==> src/rtl/lsu_switch_pkg.sv <==
// Shared definitions for the LSU memory switch: default widths, the
// address-type field layout and the request/response payload layouts.
package lsu_switch_pkg;

  localparam int NUM_LANES_DEF  = 4;
  localparam int WORD_SIZE_DEF  = 4;
  localparam int ADDR_WIDTH_DEF = 30;
  localparam int TAG_WIDTH_DEF  = 16;
  localparam int TYPE_BITS_DEF  = 2;
  localparam int SM_BIT_DEF     = 0;

  // Response source identifiers, also used as the round-robin pointer value
  typedef enum logic {
    SRC_CACHE = 1'b0,
    SRC_SMEM  = 1'b1
  } rsp_src_e;

  // Lane request payload at the default widths
  typedef struct packed {
    logic                        rw;
    logic [ADDR_WIDTH_DEF-1:0]   addr;
    logic [WORD_SIZE_DEF-1:0]    byteen;
    logic [8*WORD_SIZE_DEF-1:0]  data;
    logic [TAG_WIDTH_DEF-1:0]    tag;
  } lane_req_t;

  // Response payload at the default widths
  typedef struct packed {
    logic [NUM_LANES_DEF-1:0]                       tmask;
    logic [NUM_LANES_DEF-1:0][8*WORD_SIZE_DEF-1:0]  data;
    logic [TAG_WIDTH_DEF-1:0]                       tag;
  } rsp_t;

endpackage

==> src/rtl/lsu_skid_buffer.sv <==
// Two-entry skid buffer with registered outputs. in_ready is a registered
// "not full" flag, so the upstream ready path never sees downstream logic.
// Slot p0 is the head (drives the output), slot p1 holds the overflow entry.
module lsu_skid_buffer #(
  parameter int DATAW = 8
) (
  input  logic             clk,
  input  logic             rst,
  input  logic             in_valid,
  input  logic [DATAW-1:0] in_data,
  output logic             in_ready,
  output logic             out_valid,
  output logic [DATAW-1:0] out_data,
  input  logic             out_ready
);

  logic             vld_p0;
  logic             vld_p1;
  logic [DATAW-1:0] data_p0;
  logic [DATAW-1:0] data_p1;
  logic             push;
  logic             pop;

  assign push      = in_valid && !vld_p1;
  assign pop       = vld_p0 && out_ready;
  assign in_ready  = !vld_p1;
  assign out_valid = vld_p0;
  assign out_data  = data_p0;

  // Occupancy tracking; the only state cleared by reset
  always_ff @(posedge clk or posedge rst) begin
    if (rst) begin
      vld_p0 <= 1'b0;
      vld_p1 <= 1'b0;
    end else if (pop) begin
      if (vld_p1) vld_p1 <= push;
      else        vld_p0 <= push;
    end else if (push) begin
      if (vld_p0) vld_p1 <= 1'b1;
      else        vld_p0 <= 1'b1;
    end
  end

  // Payload movement: head refills from the overflow slot on pop
  always_ff @(posedge clk) begin
    if (pop) begin
      if (vld_p1) begin
        data_p0 <= data_p1;
        if (push) data_p1 <= in_data;
      end else if (push) begin
        data_p0 <= in_data;
      end
    end else if (push) begin
      if (vld_p0) data_p1 <= in_data;
      else        data_p0 <= in_data;
    end
  end

endmodule

==> src/rtl/lsu_mem_switch.sv <==
// LSU memory switch: routes each LSU lane request to the data cache or to
// shared memory based on the address-type bits in the tag, and merges the
// two response streams back to the LSU with a round-robin arbiter.
// Every output is driven from a skid buffer.
// Optional build macro: LSU_SWITCH_PERF_EN adds traffic/stall counters.
module lsu_mem_switch
  import lsu_switch_pkg::*;
#(
  parameter int NUM_LANES  = NUM_LANES_DEF,
  parameter int WORD_SIZE  = WORD_SIZE_DEF,
  parameter int ADDR_WIDTH = ADDR_WIDTH_DEF,
  parameter int TAG_WIDTH  = TAG_WIDTH_DEF,
  parameter int TYPE_BITS  = TYPE_BITS_DEF,
  parameter int SM_BIT     = SM_BIT_DEF
) (
  input  logic                                    clk,
  input  logic                                    reset,
  input  logic [NUM_LANES-1:0]                    req_in_valid,
  input  logic [NUM_LANES-1:0]                    req_in_rw,
  input  logic [NUM_LANES-1:0][ADDR_WIDTH-1:0]    req_in_addr,
  input  logic [NUM_LANES-1:0][WORD_SIZE-1:0]     req_in_byteen,
  input  logic [NUM_LANES-1:0][8*WORD_SIZE-1:0]   req_in_data,
  input  logic [NUM_LANES-1:0][TAG_WIDTH-1:0]     req_in_tag,
  output logic [NUM_LANES-1:0]                    req_in_ready,
  output logic [NUM_LANES-1:0]                    cache_req_valid,
  output logic [NUM_LANES-1:0]                    cache_req_rw,
  output logic [NUM_LANES-1:0][ADDR_WIDTH-1:0]    cache_req_addr,
  output logic [NUM_LANES-1:0][WORD_SIZE-1:0]     cache_req_byteen,
  output logic [NUM_LANES-1:0][8*WORD_SIZE-1:0]   cache_req_data,
  output logic [NUM_LANES-1:0][TAG_WIDTH-1:0]     cache_req_tag,
  input  logic [NUM_LANES-1:0]                    cache_req_ready,
  output logic [NUM_LANES-1:0]                    smem_req_valid,
  output logic [NUM_LANES-1:0]                    smem_req_rw,
  output logic [NUM_LANES-1:0][ADDR_WIDTH-1:0]    smem_req_addr,
  output logic [NUM_LANES-1:0][WORD_SIZE-1:0]     smem_req_byteen,
  output logic [NUM_LANES-1:0][8*WORD_SIZE-1:0]   smem_req_data,
  output logic [NUM_LANES-1:0][TAG_WIDTH-1:0]     smem_req_tag,
  input  logic [NUM_LANES-1:0]                    smem_req_ready,
  input  logic                                    cache_rsp_valid,
  input  logic [NUM_LANES-1:0]                    cache_rsp_tmask,
  input  logic [NUM_LANES-1:0][8*WORD_SIZE-1:0]   cache_rsp_data,
  input  logic [TAG_WIDTH-1:0]                    cache_rsp_tag,
  output logic                                    cache_rsp_ready,
  input  logic                                    smem_rsp_valid,
  input  logic [NUM_LANES-1:0]                    smem_rsp_tmask,
  input  logic [NUM_LANES-1:0][8*WORD_SIZE-1:0]   smem_rsp_data,
  input  logic [TAG_WIDTH-1:0]                    smem_rsp_tag,
  output logic                                    smem_rsp_ready,
  output logic                                    rsp_out_valid,
  output logic [NUM_LANES-1:0]                    rsp_out_tmask,
  output logic [NUM_LANES-1:0][8*WORD_SIZE-1:0]   rsp_out_data,
  output logic [TAG_WIDTH-1:0]                    rsp_out_tag,
  input  logic                                    rsp_out_ready
`ifdef LSU_SWITCH_PERF_EN
  ,
  output logic [43:0]                             perf_smem_reqs,
  output logic [43:0]                             perf_cache_reqs,
  output logic [43:0]                             perf_rsp_stalls
`endif
);

  typedef struct packed {
    logic                    rw;
    logic [ADDR_WIDTH-1:0]   addr;
    logic [WORD_SIZE-1:0]    byteen;
    logic [8*WORD_SIZE-1:0]  data;
    logic [TAG_WIDTH-1:0]    tag;
  } req_pl_t;

  typedef struct packed {
    logic [NUM_LANES-1:0]                    tmask;
    logic [NUM_LANES-1:0][8*WORD_SIZE-1:0]   data;
    logic [TAG_WIDTH-1:0]                    tag;
  } rsp_pl_t;

  // Request side: one cache and one SMEM buffer per lane, lanes fully decoupled
  for (genvar i = 0; i < NUM_LANES; i++) begin : g_lane
    logic [TYPE_BITS-1:0] addr_type;
    logic                 sel_sm;
    logic                 cache_in_ready;
    logic                 smem_in_ready;
    req_pl_t              req_pl;
    req_pl_t              cache_pl;
    req_pl_t              smem_pl;

    assign addr_type       = req_in_tag[i][TYPE_BITS-1:0];
    assign sel_sm          = addr_type[SM_BIT];
    assign req_pl          = {req_in_rw[i], req_in_addr[i], req_in_byteen[i],
                              req_in_data[i], req_in_tag[i]};
    assign req_in_ready[i] = sel_sm ? smem_in_ready : cache_in_ready;

    lsu_skid_buffer #(.DATAW($bits(req_pl_t))) u_cache_buf (
      .clk       (clk),
      .rst       (reset),
      .in_valid  (req_in_valid[i] && !sel_sm),
      .in_data   (req_pl),
      .in_ready  (cache_in_ready),
      .out_valid (cache_req_valid[i]),
      .out_data  (cache_pl),
      .out_ready (cache_req_ready[i])
    );

    lsu_skid_buffer #(.DATAW($bits(req_pl_t))) u_smem_buf (
      .clk       (clk),
      .rst       (reset),
      .in_valid  (req_in_valid[i] && sel_sm),
      .in_data   (req_pl),
      .in_ready  (smem_in_ready),
      .out_valid (smem_req_valid[i]),
      .out_data  (smem_pl),
      .out_ready (smem_req_ready[i])
    );

    assign cache_req_rw[i]     = cache_pl.rw;
    assign cache_req_addr[i]   = cache_pl.addr;
    assign cache_req_byteen[i] = cache_pl.byteen;
    assign cache_req_data[i]   = cache_pl.data;
    assign cache_req_tag[i]    = cache_pl.tag;
    assign smem_req_rw[i]      = smem_pl.rw;
    assign smem_req_addr[i]    = smem_pl.addr;
    assign smem_req_byteen[i]  = smem_pl.byteen;
    assign smem_req_data[i]    = smem_pl.data;
    assign smem_req_tag[i]     = smem_pl.tag;
  end

  // Response side: round-robin between cache and SMEM into one buffer
  rsp_src_e rr_ptr;
  logic     grant_cache;
  logic     grant_smem;
  logic     rsp_in_valid;
  logic     rsp_in_ready;
  rsp_pl_t  rsp_in_pl;
  rsp_pl_t  rsp_out_pl;

  assign grant_cache     = cache_rsp_valid && (!smem_rsp_valid || rr_ptr == SRC_CACHE);
  assign grant_smem      = smem_rsp_valid && !grant_cache;
  assign rsp_in_valid    = grant_cache || grant_smem;
  assign rsp_in_pl       = grant_cache ? {cache_rsp_tmask, cache_rsp_data, cache_rsp_tag}
                                       : {smem_rsp_tmask, smem_rsp_data, smem_rsp_tag};
  assign cache_rsp_ready = grant_cache && rsp_in_ready;
  assign smem_rsp_ready  = grant_smem && rsp_in_ready;

  // Pointer moves to the source that was not served on every accepted response
  always_ff @(posedge clk or posedge reset) begin
    if (reset) begin
      rr_ptr <= SRC_CACHE;
    end else if (rsp_in_valid && rsp_in_ready) begin
      rr_ptr <= grant_cache ? SRC_SMEM : SRC_CACHE;
    end
  end

  lsu_skid_buffer #(.DATAW($bits(rsp_pl_t))) u_rsp_buf (
    .clk       (clk),
    .rst       (reset),
    .in_valid  (rsp_in_valid),
    .in_data   (rsp_in_pl),
    .in_ready  (rsp_in_ready),
    .out_valid (rsp_out_valid),
    .out_data  (rsp_out_pl),
    .out_ready (rsp_out_ready)
  );

  assign rsp_out_tmask = rsp_out_pl.tmask;
  assign rsp_out_data  = rsp_out_pl.data;
  assign rsp_out_tag   = rsp_out_pl.tag;

`ifdef LSU_SWITCH_PERF_EN
  // Traffic counters per target and LSU-side response stall counter
  always_ff @(posedge clk or posedge reset) begin
    if (reset) begin
      perf_smem_reqs  <= '0;
      perf_cache_reqs <= '0;
      perf_rsp_stalls <= '0;
    end else begin
      perf_smem_reqs  <= perf_smem_reqs + 44'($countones(smem_req_valid & smem_req_ready));
      perf_cache_reqs <= perf_cache_reqs + 44'($countones(cache_req_valid & cache_req_ready));
      if (rsp_out_valid && !rsp_out_ready) perf_rsp_stalls <= perf_rsp_stalls + 44'd1;
    end
  end
`endif

endmodule

==> config.mk <==
export PLATFORM = sky130hd
export DESIGN_NAME = lsu_mem_switch
export DESIGN_NICKNAME = d
export VERILOG_FILES = /design/src/rtl/lsu_switch_pkg.sv /design/src/rtl/lsu_skid_buffer.sv /design/src/rtl/lsu_mem_switch.sv
export SDC_FILE = /design/constraint.sdc
export NUM_CORES = 1
export LEC_CHECK = 0
export ABC_AREA = 1
export CAP_MARGIN = 0
export CORE_AREA = 2 2 576 578
export CTS_CLUSTER_DIAMETER = 120
export CTS_CLUSTER_SIZE = 8
export DETAILED_ROUTE_END_ITERATION = 10
export DIE_AREA = 0 0 578 580
export GPL_ROUTABILITY_DRIVEN = 0
export PLACE_DENSITY = 0.46
export SLEW_MARGIN = 20
export SYNTH_ARGS = -nofsm -noshare
export SYNTH_HDL_FRONTEND = slang
export SYNTH_SLANG_ARGS = --single-unit
export TNS_END_PERCENT = 20
==> constraint.sdc <==
create_clock -name clk -period 16.75 [get_ports clk]
set_input_delay 4.1875 -clock clk [delete_from_list [all_inputs] [get_ports clk]]
set_output_delay 4.1875 -clock clk [all_outputs]
set_load 0.02 [all_outputs]
# Yosys cells after proc, flatten, opt, wreduce, memory -nomap -nowiden
# Cells that the tools add are included.
# word_totals
ff_bits	1643
in_bits	645
elab_cells	334
# classes
eq_ne	36
muxes	150
bitwise	1
n_reduce_logical	110
# op_table
op	count
$mux 83	72
$mux 148	10
$mux 1	68
$ne 2x2->1 const B	27
$reduce_bool 2->1	27
$reduce_and 2->1	18
$reduce_and 4->1	9
$logic_and 1x1->1	30
$reduce_and 3->1	9
$ne 2x1->1 const B	9
$logic_not 1->1	15
$logic_or 1x1->1	2
$not 1->1	1

# Depth between registers and ports, before layout
# Gate-level depths: netlist of run 1.
# depth
ltp_word	10
depth_mapped	7
mapped_depth_nobuf	5

# Modules after synthesis
# Synthesis of run 1 repeated with hierarchy kept, for this count alone.
# hier_totals
cells_unflattened	5143
hier_area_um2	65771.8
# modules_own_cells
mod	instances	cells_each	area_each_um2	seq_area_each_um2
lsu_skid_buffer at g_lane[0].u_cache_buf ...	8	473	6508.7	5034.8
lsu_skid_buffer at u_rsp_buf	1	826	11423.5	8938.6
lsu_mem_switch	1	533	2278.4	25.0

# Least setup slack after synthesis of run 1
# Ideal clock, no wire load.
# synth_timing
path_type	input to register
startpoint	input port cache_rsp_valid
endpoint	register u_rsp_buf.data_p0[0] (netlist: u_rsp_buf.out_data[0]), enable pin
setup_time_ps	704
t_arrival_ps	11789
required_ps	16046
slack_ps	4258
stages	6
path_buffers	2
cell_sequence	buf_2 nand2_2 buf_6 nand2_1 nand2_1 a21oi_1
# synth_between
elab_chain_len	7
word_cells_on_any_way	8
classes_between	reduce/logical (8)
# synth_rtl
item	line	rtl
start, declared	lsu_mem_switch.sv:39	input logic cache_rsp_valid,
$logic_and 1x1->1 *	lsu_mem_switch.sv:135	assign grant_cache = cache_rsp_valid && (!smem_rsp_valid || rr_ptr == SRC_CACHE);
$logic_not 1->1	lsu_mem_switch.sv:136	assign grant_smem = smem_rsp_valid && !grant_cache;
$logic_and 1x1->1	lsu_mem_switch.sv:136	
$logic_or 1x1->1 *	lsu_mem_switch.sv:137	assign rsp_in_valid = grant_cache || grant_smem;
$logic_and 1x1->1 *	lsu_skid_buffer.sv:24	assign push = in_valid && !vld_p1;
$reduce_bool 2->1 (no source line)	--	
$reduce_and 3->1 (no source line) *	--	
end signal, assigned	lsu_skid_buffer.sv:48	data_p0 <= data_p1;
end signal, assigned	lsu_skid_buffer.sv:51	data_p0 <= in_data;
end signal, assigned	lsu_skid_buffer.sv:55	else data_p0 <= in_data;
end, declared	lsu_skid_buffer.sv:19	logic [DATAW-1:0] data_p0;
# Every way passes the cells marked *; elsewhere a longest branch is shown, timed or not.
# A chain may end at the register's enable or synchronous reset.

# Worst setup path in the final report of run 1
# layout_timing
startpoint	input port smem_rsp_valid
endpoint	output port smem_rsp_ready
# layout_between
elab_chain_len	6
# layout_rtl
item	line	rtl
start, declared	lsu_mem_switch.sv:44	input logic smem_rsp_valid,
$logic_not 1->1	lsu_mem_switch.sv:135	
$logic_or 1x1->1	lsu_mem_switch.sv:135	
$logic_and 1x1->1	lsu_mem_switch.sv:135	
$logic_not 1->1	lsu_mem_switch.sv:136	
$logic_and 1x1->1 *	lsu_mem_switch.sv:136	
$logic_and 1x1->1 *	lsu_mem_switch.sv:141	assign smem_rsp_ready = grant_smem && rsp_in_ready;
end, declared	lsu_mem_switch.sv:48	output logic smem_rsp_ready,
# Marked as above.

==> results of run 1 <==
-- state kept, by name, indices dropped and copies added (netlist names), 148 cells and up --
| signal | cells |
|---|---|
| u_rsp_buf.out_data | 148 |
| g_lane.u_cache_buf.out_data | 332 |
| g_lane.u_cache_buf.data_p1 | 332 |
| u_rsp_buf.data_p1 | 148 |
| g_lane.u_smem_buf.data_p1 | 332 |
| g_lane.u_smem_buf.out_data | 332 |
-- layer usage --
| metal | global-route usage | part of all wire | wire [microns] | vias up |
|---|---|---|---|---|
| li1 | - | - | - | 20850 |
| met1 | 0.1737 | 0.37 | 101100 | 22870 |
| met2 | 0.2653 | 0.48 | 132800 | 1944 |
| met3 | 0.05976 | 0.10 | 27440 | 443 |
| met4 | 0.06954 | 0.047 | 12890 | 40 |
| met5 | 0 | 0.00094 | 257 | - |
-- Yosys cell counts --
cell type	instances	area, sq um
buf_4	17	127.6
buf_2	205	1026
inv_1	473	1775
dfrtp_1	19	475.5
nand4_1	1	6.260
nand2_1	1665	6250
nand3_4	1	17.52
nor3_1	1	5.000
nand2_2	2	12.51
a22oi_1	2	15.01
nand3_1	817	4089
a31oi_1	2	12.51
nor3b_1	1	7.510
a21oi_1	153	765.7
a21boi_0	5	37.54
nor2_1	165	619.3
buf_1	10	37.54
clkbuf_1	78	292.8
buf_6	1	11.26
edfxtp_1	1624	48770
o21ai_0	16	80.08
o22ai_1	3	18.77
-- critical path: cells and delay by family --
kind / cells / cell delay (ns)
buf+inv: 3 / 1.68
simple gates: 4 / 1.12
-- per-stage QoR --
step,std cells,utilization
final,11250,0.2750
after global routing,11230,0.2749
after CTS,11210,0.2747
after detailed placement,10850,0.2549
after global placement,10850,0.2548
after floorplan,5261,-
-- placed cells by master, fill, tap and decap left out, types with 5 or more instances in the layout --
cell type	count
clkbuf_1	106
nand2_1	1657
clkbuf_16	232
inv_1	463
clkdlybuf4s50_1	1470
diode_2	42
o21ai_0	16
nor2_1	159
nand2_4	6
dfrtp_1	11
a21boi_4	5
edfxtp_1	1624
inv_2	7
dfrtp_4	5
clkinv_16	5
nor2_4	6
a21oi_1	151
buf_4	64
nand3_1	817
-- worst paths after layout --
check / from / to / slack, ns / cells after the start
min: g_lane[3].u_smem_buf.data_p1[46] / g_lane[3].u_smem_buf.out_data[46] / 0.50 / 2
min in group asynchronous: reset / g_lane[3].u_cache_buf.vld_p1 / 3.79 / 3
min reg2reg: g_lane[3].u_smem_buf.data_p1[46] / g_lane[3].u_smem_buf.out_data[46] / 0.50 / 2
max in group asynchronous: reset / g_lane[1].u_smem_buf.vld_p1 / 12.20 / 3
max reg2reg: rr_ptr / u_rsp_buf.data_p1[70] / 12.56 / 7
max: smem_rsp_valid / smem_rsp_ready / 5.44 / 7
-- where the power goes --
part | total (mW) | leakage, nW | switching, mW | internal (mW)
registers | 5.47 | 15.1 | 0.252 | 5.22
clock network | 4.35 | 3.11 | 1.81 | 2.53
logic | 2.80 | 16.2 | 1.90 | 0.894
-- cell type report --
type	instances	area (sq um)
diodes	42	105.1
well taps	4366	5463
inverters	473	1785
clock inverters	16	282.8
flip-flops and latches	1643	49260
clock buffers	339	6217
repair buffers	1537	15250
multi-input cells	2834	12160
fillers	34060	238700
-- cell families (layout without fill, tap and decap cells) --
| kind of cell | after synthesis | in the layout | share of synthesized area |
|---|---|---|---|
| other cells | 0 | 42 | 0 |
| flops | 1643 | 1643 | 0.7640 |
| simple gates | 2653 | 2653 | 0.1708 |
| buf+inv | 784 | 2365 | 0.05075 |
| compound gates | 181 | 181 | 0.01442 |
==> impl_metrics.yaml, run 1 <==
yosys:
  synth_warnings: 0
  ys_ff_latch: 1643
  syn_nets: 5906
  syn-cell-area_sq_um: 64450
  synthCells: 5261
  ys_seq_area_frac: 0.7640
  ys_types: 22
  synth_area_per_cell_sq_um: 12.25
place:
  dpl.hpwl_microns: 193900
  dpl_worst_slack_ns: 5.508
  port_buffers: 1471
  placed_cell_area_sq_um: 83920
drt:
  drtAntennaViolNets: 0
  vias: 46140
  drcViolationCount: 0
  drt-pass1-iter-count: 5
  viasPerCell: 4.102
  drtIter0Drc: 3465
  wl_microns: 274500
  avgRoutedWirePerCell_microns: 24.40
global_routing:
  grt_pass1_vias: 45890
  grt_max_degree: 219
  grt_usage: 0.1567
  grt_antenna_before_repair: 103
  overflow: 0
  grt_pass1_wl_microns: 372400
power_and_ir_drop:
  powerDensity_nw_per_um2: 139.4
  ir_drop_uv: 100.1
  power_mw: 12.62
  p_leak_nw: 34.39
setup_path:
  start_kind: "input port"
  worstSetupPathType: "in -> out"
  path_max_fanout: 76
  arrival_ns: 7.13
  crit_required_ns: 12.56
  cp_slowest_stage_delay_ns: 0.64
  cp_slowest_cell: "clkdlybuf4s50_1"
  cp_cell_sequence: "clkdlybuf4s50_1, nand2_8, nand2_8, buf_4, nand2_1, nor2_1, clkdlybuf4s50_1"
  endpoint_kind: "output port"
timing:
  drv_slew: 0
  slew_headroom: 0.2641
  period_share: 0.6754
  hold_viol_final: 0
  fin_skew_ns: 0.07720
  whs_ns: 0.5048
  rsz0062_at_grt: "false"
  min_period_ns: 11.31
  worst_pin_slew_ns: 1.104
  setup-tns-final_ns: 0
  finalSetupViolCount: 0
  setup_ws_ns: 5.437
  max_freq_ghz: 0.08839
cts:
  cts.sinks: 1643
  cts_setup_buffers: 0
  htreeDepth: 4
  postCtsHoldBufs: 0
  clk_path_buf_depth: 4
  path_clk_slew_ns: 0.05
  cts_buffers: 230
  clockRootBuffer: "clkbuf_16"
  cts_tree: "built"
  ctsResizeCount: 0
  clock_latency_ns: 0.88
die:
  die-area_sq_um: 335200
  die_w_microns: 578
  start_util: 0.1958
  die_y_microns: 580
  core_area_sq_um: 329200
  pin_count: 1472
  row_count: 211
finish:
  area_growth_pct: 40.47
  layout.nets: 7364
  fin_area_sq_um: 90530
  drive_above_1_share: 0.05291
min_path:
  hold_path_class: "reg -> reg"
outcome:
  status: "completed"
job:
  cap_viol_max_count: 0
No activity file was read; power rests on OpenSTA's default activity.
==> run 2: changes to the inputs <==
--- a/config.mk
+++ b/config.mk
@@ -13,7 +13,7 @@
 export DETAILED_ROUTE_END_ITERATION = 10
 export DIE_AREA = 0 0 578 580
 export GPL_ROUTABILITY_DRIVEN = 0
-export PLACE_DENSITY = 0.46
+export PLACE_DENSITY = 0.47
 export SLEW_MARGIN = 20
 export SYNTH_ARGS = -nofsm -noshare
 export SYNTH_HDL_FRONTEND = slang
==> constraint.sdc (replaced) <==
create_clock -name clk -period 10.1 [get_ports clk]
set_input_delay 2.525 -clock clk [delete_from_list [all_inputs] [get_ports clk]]
set_output_delay 2.525 -clock clk [all_outputs]
set_load 0.02 [all_outputs]
==> impl_metrics.yaml, run 2 (synthesis results as in run 1) <==
outcome:
  status: "completed"
power_and_ir_drop:
  powerDensity_nw_per_um2: 230.5
  seqPwrFrac: 0.436
  p_switching_mw: 6.545
  ir_drop_uv: 166.2
  combPwrFrac: 0.222
  p_int_mw: 14.31
  p_leak_nw: 34.38
  switching_share: 0.3138
  clock_power_share: 0.342
setup_path:
  start_kind: "input port"
  path_max_fanout: 97
  cp_cell_sequence: "clkdlybuf4s50_1, nand2_8, nand2_8, nand2_1, nor2_1, clkdlybuf4s50_1"
  cp_slowest_cell: "clkdlybuf4s50_1"
  endpoint_kind: "output port"
  cp_slowest_stage_delay_ns: 0.69
  worstSetupPathType: "in -> out"
  arrival_ns: 5.21
  crit_required_ns: 7.58
finish:
  fin_cells: 11230
  layout_commonest_cell: "nand2_1"
  layout.nets: 7371
  area_growth_pct: 40.39
  drive_above_1_share: 0.05381
  mostFrequentLayoutCells: "nand2_1 (1,657), edfxtp_1 (1,624), clkdlybuf4s50_1 (1,470)"
cts:
  htreeDepth: 4
  cts_tree: "built"
  clockRootBuffer: "clkbuf_16"
  clock_latency_ns: 0.88
  cts_setup_buffers: 0
  path_clk_slew_ns: 0.05
  clk_path_buf_depth: 4
  cts_buffers: 230
  ctsResizeCount: 0
  cts.sinks: 1643
  postCtsHoldBufs: 0
die:
  start_util: 0.1958
  die_y_microns: 580
  row_count: 211
  die-area_sq_um: 335200
  core_area_sq_um: 329200
  pin_count: 1472
  die_w_microns: 578
timing:
  max_freq_ghz: 0.1293
  setup-tns-final_ns: 0
  min_period_ns: 7.736
  fin_skew_ns: 0.06552
  drv_slew: 0
  slew_headroom: 0.2564
  worst_pin_slew_ns: 1.115
  period_share: 0.7659
  hold_viol_final: 0
  finalSetupViolCount: 0
  rsz0062_at_grt: "false"
drt:
  drtIter0Drc: 3760
  vias: 46120
  avgRoutedWirePerCell_microns: 24.63
  wl_microns: 276500
  viasPerCell: 4.107
  drcViolationCount: 0
  drtAntennaViolNets: 0
  drt-pass1-iter-count: 5
place:
  place_inst: 10860
  port_buffers: 1471
  dpl.hpwl_microns: 197700
global_routing:
  grt_max_degree: 109
  grt_antenna_before_repair: 82
  grt_pass1_vias: 45510
  overflow: 0
  grt_pass1_wl_microns: 373200
  grt_usage: 0.1575
min_path:
  hold_path_class: "reg -> reg"
job:
  cap_viol_max_count: 0
[run 2: final timing paths]
kind / depth (start not counted) / endpoint / slack (ns) / start
worst max-delay path: 6 / smem_rsp_ready / 2.36 / smem_rsp_valid
worst min-delay path: 2 / g_lane[3].u_cache_buf.out_data[16] / 0.51 / g_lane[3].u_cache_buf.data_p1[16]
worst max register to register: 6 / u_rsp_buf.data_p1[15] / 6.15 / rr_ptr
worst min register to register: 2 / g_lane[3].u_cache_buf.out_data[16] / 0.51 / g_lane[3].u_cache_buf.data_p1[16]
max in group asynchronous: 3 / g_lane[1].u_smem_buf.vld_p1 / 7.24 / reset
min in group asynchronous: 3 / g_lane[3].u_cache_buf.vld_p1 / 2.20 / reset
[run 2: power by group through the flow]
stage	clock [mW]	sequential, mW	combinational (mW)
after global routing	7.58	9.15	4.95
after CTS	7.34	9.10	4.74
final	7.13	9.09	4.64
after global placement	0	9.22	4.70
after floorplan	0	9.82	1.54
after detailed placement	0	9.22	4.72
[run 2: metrics by stage]
| step | total power [mW] | cell area [sq um] | util | worst slack [ns] | hold WS, ns |
|---|---|---|---|---|---|
| 5_1_grt | 21.68 | 90420 | 0.2747 | 2.262 | 0.5069 |
| 4_1_cts | 21.18 | 90370 | 0.2745 | 2.353 | 0.4818 |
| 3_3_place_gp | 13.92 | 83990 | 0.2551 | 2.374 | 0.5299 |
| 3_5_place_dp | 13.94 | 83990 | 0.2551 | 2.356 | 0.5340 |
| 2_1_floorplan | 11.36 | 64450 | - | 0.6145 | 0.4898 |
| 6_report | 20.85 | 90480 | 0.2748 | 2.364 | 0.5085 |
[run 2: area by class of cell]
type	count	area, sq um
inverter	473	1784
antenna	42	105.1
tap	4366	5463
multi-input combinational	2834	12160
clock buffer	308	6070
sequential	1643	49270
fill	34060	238700
clock inverter	18	304.0
timing repair buffer	1544	15330
[run 2: worst max-delay path, delay by kind of cell]
kind / cells / cell delay, ns
buffers and inverters: 2 / 1.30
and+or+nand+nor: 4 / 1.20
[run 2: routing by layer]
metal  up-vias  global-route usage  share of wire
met3       456             0.06286           0.11
met5         -                   0        0.00092
met2      2059              0.2649           0.48
li1      20850                   -              -
met4        40             0.07146          0.048
met1     22710              0.1737           0.37
